File: src/rtl/cnn_pkg.sv
// cnn_pkg
//   Shared helpers for the CNN writeback stages.
//   - cnt_width(n): width of a counter that runs 0..n-1 (never narrower than 1 bit).
//   - requant(x, shift, relu_en, out_w): arithmetic right shift, optional ReLU clamp,
//     then saturation to the signed out_w-bit range. Evaluated in REQ_W bits so that
//     callers with any input width up to REQ_W never see wrap-around.
package cnn_pkg;

  localparam int REQ_W = 32;

  function automatic int cnt_width(input int n);
    return (n <= 1) ? 1 : $clog2(n);
  endfunction

  function automatic logic signed [REQ_W-1:0] requant(
    input logic signed [REQ_W-1:0] x,
    input int                      shift,
    input bit                      relu_en,
    input int                      out_w
  );
    logic signed [REQ_W-1:0] y;
    logic signed [REQ_W-1:0] max_v;
    logic signed [REQ_W-1:0] min_v;
    y     = x >>> shift;
    max_v = (32'sd1 <<< (out_w - 1)) - 32'sd1;
    min_v = -(32'sd1 <<< (out_w - 1));
    if (relu_en && (y < 0)) begin
      y = '0;
    end
    if (y > max_v) begin
      y = max_v;
    end else if (y < min_v) begin
      y = min_v;
    end
    return y;
  endfunction

endpackage

File: src/rtl/sync_fifo_fwft.sv
// sync_fifo_fwft
//   Synchronous first-word-fall-through FIFO. The head entry is presented on dout
//   combinationally whenever the FIFO is non-empty; dout is 0 when empty.
//   A push while full is accepted only if a pop happens in the same cycle (the
//   slot being vacated is refilled). A pop while empty is ignored.
// Ports
//   clk    in   clock, all state on rising edge
//   rst_in in   synchronous active-high reset
//   push   in   write din this cycle
//   pop    in   remove head entry this cycle
//   din    in   WIDTH  write data
//   dout   out  WIDTH  head entry (0 when empty)
//   full   out  occupancy == DEPTH
//   empty  out  occupancy == 0
//   count  out  current occupancy
module sync_fifo_fwft #(
  parameter int WIDTH = 8,
  parameter int DEPTH = 4
) (
  input  logic                           clk,
  input  logic                           rst_in,
  input  logic                           push,
  input  logic                           pop,
  input  logic [WIDTH-1:0]               din,
  output logic [WIDTH-1:0]               dout,
  output logic                           full,
  output logic                           empty,
  output logic [$clog2(DEPTH+1)-1:0]     count
);

  localparam int AW = $clog2(DEPTH);
  localparam int CW = $clog2(DEPTH + 1);

  logic [WIDTH-1:0] mem [DEPTH];
  logic [AW-1:0]    wr_ptr;
  logic [AW-1:0]    rd_ptr;
  logic             do_push;
  logic             do_pop;

  // Pointers wrap explicitly so DEPTH need not be a power of two.
  function automatic logic [AW-1:0] ptr_inc(input logic [AW-1:0] p);
    return (p == AW'(DEPTH - 1)) ? '0 : p + AW'(1);
  endfunction

  assign full    = (count == CW'(DEPTH));
  assign empty   = (count == '0);
  assign do_pop  = pop && !empty;
  assign do_push = push && (!full || do_pop);
  assign dout    = empty ? '0 : mem[rd_ptr];

  always_ff @(posedge clk) begin
    if (rst_in) begin
      wr_ptr <= '0;
      rd_ptr <= '0;
      count  <= '0;
      for (int i = 0; i < DEPTH; i++) begin
        mem[i] <= '0;
      end
    end else begin
      if (do_push) begin
        mem[wr_ptr] <= din;
        wr_ptr      <= ptr_inc(wr_ptr);
      end
      if (do_pop) begin
        rd_ptr <= ptr_inc(rd_ptr);
      end
      case ({do_push, do_pop})
        2'b10:   count <= count + CW'(1);
        2'b01:   count <= count - CW'(1);
        default: count <= count;
      endcase
    end
  end

endmodule

File: src/rtl/mac_result_collector.sv
// mac_result_collector
//   Sits after the MAC. Counts beats of a fixed-length reduction, drives the MAC's
//   accumulate_internal (low on the first beat of each group), requantises the MAC
//   output on the last beat and queues it in a small FWFT FIFO behind a valid/ready
//   interface. Raises stall_out while the FIFO is full so the feeder can hold off.
// Ports
//   clk                     in   clock
//   rst_in                  in   synchronous active-high reset
//   mac_valid_in            in   a MAC beat is issued this cycle
//   mac_out_in              in   IN_WIDTH signed MAC result for this beat
//   accumulate_internal_out out  to MAC; 0 on the first beat of a group
//   stall_out               out  FIFO full
//   result_valid_out        out  result_out holds a valid entry
//   result_ready_in         in   consumer takes result_out this cycle
//   result_out              out  OUT_WIDTH signed requantised result (0 when empty)
//   overflow_err_out        out  sticky: a result was dropped
module mac_result_collector
  import cnn_pkg::*;
#(
  parameter int IN_WIDTH   = 16,
  parameter int OUT_WIDTH  = 8,
  parameter int ACC_LEN    = 9,
  parameter int OUT_SHIFT  = 0,
  parameter int RELU_EN    = 1,
  parameter int FIFO_DEPTH = 4
) (
  input  logic                        clk,
  input  logic                        rst_in,
  input  logic                        mac_valid_in,
  input  logic signed [IN_WIDTH-1:0]  mac_out_in,
  output logic                        accumulate_internal_out,
  output logic                        stall_out,
  output logic                        result_valid_out,
  input  logic                        result_ready_in,
  output logic signed [OUT_WIDTH-1:0] result_out,
  output logic                        overflow_err_out
);

  localparam int CNT_W  = cnt_width(ACC_LEN);
  localparam int FCNT_W = $clog2(FIFO_DEPTH + 1);

  logic [CNT_W-1:0]     cnt;
  logic                 last_beat;
  logic                 pop;
  logic [OUT_WIDTH-1:0] fifo_din;
  logic [OUT_WIDTH-1:0] fifo_dout;
  logic                 fifo_full;
  logic                 fifo_empty;
  logic [FCNT_W-1:0]    fifo_count;

  assign last_beat               = mac_valid_in && (cnt == CNT_W'(ACC_LEN - 1));
  assign accumulate_internal_out = (cnt != '0);
  assign pop                     = result_valid_out && result_ready_in;
  assign result_valid_out        = !fifo_empty;
  assign result_out              = fifo_dout;
  // Registered occupancy only: no path from result_ready_in to stall_out.
  assign stall_out               = (fifo_count == FCNT_W'(FIFO_DEPTH));
  assign fifo_din = OUT_WIDTH'(requant(REQ_W'(mac_out_in), OUT_SHIFT, (RELU_EN != 0), OUT_WIDTH));

  // Beat counter advances on every issued beat, even while stalled or when the
  // group's result ends up dropped, so the MAC stays group-aligned.
  always_ff @(posedge clk) begin
    if (rst_in) begin
      cnt <= '0;
    end else if (mac_valid_in) begin
      cnt <= last_beat ? '0 : cnt + CNT_W'(1);
    end
  end

  // A last beat that finds the FIFO full with nothing leaving loses its result.
  always_ff @(posedge clk) begin
    if (rst_in) begin
      overflow_err_out <= 1'b0;
    end else if (last_beat && fifo_full && !pop) begin
      overflow_err_out <= 1'b1;
    end
  end

  sync_fifo_fwft #(
    .WIDTH (OUT_WIDTH),
    .DEPTH (FIFO_DEPTH)
  ) u_fifo (
    .clk    (clk),
    .rst_in (rst_in),
    .push   (last_beat),
    .pop    (pop),
    .din    (fifo_din),
    .dout   (fifo_dout),
    .full   (fifo_full),
    .empty  (fifo_empty),
    .count  (fifo_count)
  );

endmodule
File: config.mk
export PLATFORM = sky130hd
export DESIGN_NAME = mac_result_collector
export DESIGN_NICKNAME = d
export VERILOG_FILES = /design/src/rtl/cnn_pkg.sv /design/src/rtl/sync_fifo_fwft.sv /design/src/rtl/mac_result_collector.sv
export SDC_FILE = /design/constraint.sdc
export NUM_CORES = 1
export LEC_CHECK = 0
export CORE_MARGIN = 2
export CORE_UTILIZATION = 40
export DETAILED_ROUTE_END_ITERATION = 7
export GPL_TIMING_DRIVEN = 0
export SLEW_MARGIN = 10
export SYNTH_ARGS = -nofsm -noshare
export SYNTH_HDL_FRONTEND = slang
export SYNTH_SLANG_ARGS = --single-unit
File: constraint.sdc
create_clock -name clk -period 2.7 [get_ports clk]
set_input_delay 0.54 -clock clk [delete_from_list [all_inputs] [get_ports clk]]
set_output_delay 0.54 -clock clk [all_outputs]
set_load 0.005 [all_outputs]
==> reports/results.ini <==
[critical_path]
rrSetupSlack_ns=0.13
path_cells=dlygate4sd2_1, or4b_4, buf_6, and2_4, buf_6, inv_2, ha_4, inv_1, fa_2, xor2_1, or3_1, a21oi_1
max_stage_delay_ns=0.49
cp_top_family=simple AND/OR/NAND/NOR gates
reg2reg_from=u_fifo.count[1]
cp.required_ns=2.93
worstSetupStartpointType=input port
path_class=in2reg
crit_slowest_cell=or4b_4
reg2regPathDepth=11
timing.critical_path.buf_inv=5
arrival_ns=2.86
rr_endpoint=u_fifo.count[2]
end_kind=flip-flop
crit_path_frequent_cell=buf_6
cp_max_fo=7

[clocking]
clk_latency_ns=0.30
cts_max_path_buffers=2
path_clk_slew_ns=0.08
ctsHoldBuffers=0
postCtsSetupBuffers=0
root_buffer=clkbuf_8
h-tree-depth=2
cts_tree=done
cts_resized=5
cts_num_sinks=46
numCtsBuffers=5

[place]
place.gp.congestion=0.7309
dp_hpwl_um=3061
placed_cells=280
io_buffers=30
placed_area_um2=2545
place_ws_ns=-0.5225

[timing]
rsz0062_at_grt=true
setup_ws_ns=0.07320
period_share_pct=97.29
max_freq_mhz=380.7
slew_headroom_pct=57.22
max_slew.worst_pin.slew_ns=0.6383
finClkSkew_ns=0.007111
finalHoldViolCount=0
min_period_ns=2.627
hold_slack_ns=0.4974
slew_viol_final=0
final-setup-viol-count=0

[routing]
ant_nets=0
viasPerCell=5.142
drt-pass1-iter-count=4
wire_per_inst_um=14.58
wl_um=4200
drc_errors=0
first_iter_violations=109
vias=1481

[logic_synthesis]
netlist_area_um2=2146
synth-seq-cells=46
netlist_instances=177
ys_seq_area_share_pct=57.84
yosys.area.top_type_share_pct=44.78
yosys_most_used_dff=edfxtp_1
ys.warnings.count=0
synth_area_leaders=edfxtp_1 45%, dfxtp_1 13%, mux4_2 8.4%
syn_area_per_cell_um2=12.12
yosysUniqueCellTypes=34
async_reset_ff_share_pct=0
yosys.area.top_type=edfxtp_1
synth_edf_count=32

[floorplanning]
die_w_um=77.24
fp.coreArea_um2=5140
ios=32
floorplan.initialDensity_pct=41.75
dieArea_um2=5966
chipHeight_um=77.24
rows=26

[global_routing]
grt-ovfl-total=0
antenna_found_initial=0
grt_usage_pct=15.07
grt_start_max_net_pins=15
grt_pass1_wl_um=6824
first_global_vias=1470

[power_and_ir_drop]
p_per_area_nw_per_um2=473.8
total_power_mw=1.260
peakVddDrop_mv=0.2338
p_leak_nw=1.005

[hold_path]
whs_path_depth=2
holdPathEnd=overflow_err_out
hold_path.class=reg2reg
hold_start=overflow_err_out

[run]
maxCapViolations=0

[finish]
area_growth_pct=23.96
final_nets=243
final_cell_area_um2=2660
n_antenna_cell=0
stdcell_count=288
drive_gt1_share_pct=13.76

[run_status]
outcome=finished clean

layer usage:
layer | part of all wire, % | wire length [um] | up-vias | global-route usage (%)
met5 | 0 | 0 | - | 0
met4 | 1.8 | 74 | 0 | 6.429
met3 | 8.2 | 345 | 7 | 3.647
met2 | 53 | 2246 | 54 | 28.26
met1 | 37 | 1533 | 708 | 15.88
li1 | - | - | 712 | -
cell usage in the layout (no fill, tap or decap), drive strengths merged, types with 2 or more instances in the layout:
| cell | count |
|---|---|
| nand3 | 2 |
| edfxtp | 32 |
| conb | 4 |
| a21oi | 4 |
| or3 | 2 |
| nand2b | 3 |
| xor2 | 4 |
| nor2 | 36 |
| clkbuf | 13 |
| nand2 | 2 |
| nor2b | 10 |
| dfxtp | 14 |
| buf | 3 |
| or3b | 2 |
| or4 | 2 |
| clkdlybuf4s50 | 29 |
| inv | 9 |
| ha | 5 |
| o21ai | 3 |
| mux2i | 2 |
| nand4 | 4 |
| nor3 | 11 |
| mux4 | 8 |
| a21o | 3 |
layout make-up:
cell class	instances	area [um2]
timing repair buffer	30	299.0
multi-input combinational	116	860.8
inverter	9	33.78
sequential	46	1241
fill	490	2480
tap	70	87.58
buffer	9	53.80
clock inverter	1	7.507
clock buffer	7	76.32
synth_stat cells, types with 2 or more instances:
library cell / count
nor2b_1: 10
dfxtp_1: 14
xor2_1: 4
or3b_2: 2
clkbuf_1: 5
edfxtp_1: 32
ha_1: 5
nand2b_1: 3
nand3_1: 2
nand2_1: 2
nor2_1: 36
a21o_1: 3
nor3_2: 4
o21ai_0: 3
nand4_1: 4
mux2i_1: 2
mux4_2: 8
inv_1: 9
buf_2: 3
or4_1: 2
a21oi_1: 4
nor3_1: 7
or3_1: 2
worst max-delay path by stage:
stage	from	to	slack, ns	cells past startpoint
floorplan	result_ready_in	u_fifo.count[2]	0.06	11
global placement	result_ready_in	u_fifo.count[2]	-0.47	12
detailed placement	result_ready_in	u_fifo.count[2]	-0.52	12
CTS	result_ready_in	u_fifo.count[2]	-0.01	12
global route	result_ready_in	u_fifo.count[2]	-0.009	12
finish	result_ready_in	u_fifo.count[2]	0.07	12
kinds of logic after synthesis:
family,share of synthesized area [%]
fa+ha+maj,3.848
mux,9.329
flops,57.84
xor+xnor,1.632
other cells,0.1748
buf+inv,3.673
simple gates,19.77
compound gates,3.732
sequential cells by signal, indices dropped and copies added, names as in the netlist, named ones only:
| signal | flops |
|---|---|
| u_fifo.wr_ptr | 2 |
| u_fifo.rd_ptr | 2 |
| overflow_err_out | 1 |
| cnt | 4 |
| u_fifo.count | 3 |
| u_fifo.mem | 32 |
worst min-delay path: cells and delay by family, from the launching register on:
family / cells / cell delay, ns
and+or+nand+nor: 1 / 0.08
DFF: 1 / 0.34
AOI/OAI and AO/OA: 1 / 0.04
where the power goes:
part	total (mW)	switching, mW	leakage, nW	internal [mW]
logic	0.0743	0.0312	0.525	0.0431
registers	0.780	0.00705	0.441	0.773
clock network	0.406	0.223	0.0385	0.183
stage by stage:
stage / TNS (ns) / util, %
6_report: 0 / 51.75
5_1_grt: -0.008569 / 51.75
4_1_cts: -0.01145 / 51.39
3_5_place_dp: -0.8229 / 49.51
3_3_place_gp: -0.7235 / 49.51
2_1_floorplan: 0 / -
Note: power is estimated with default switching activity, not from simulation.
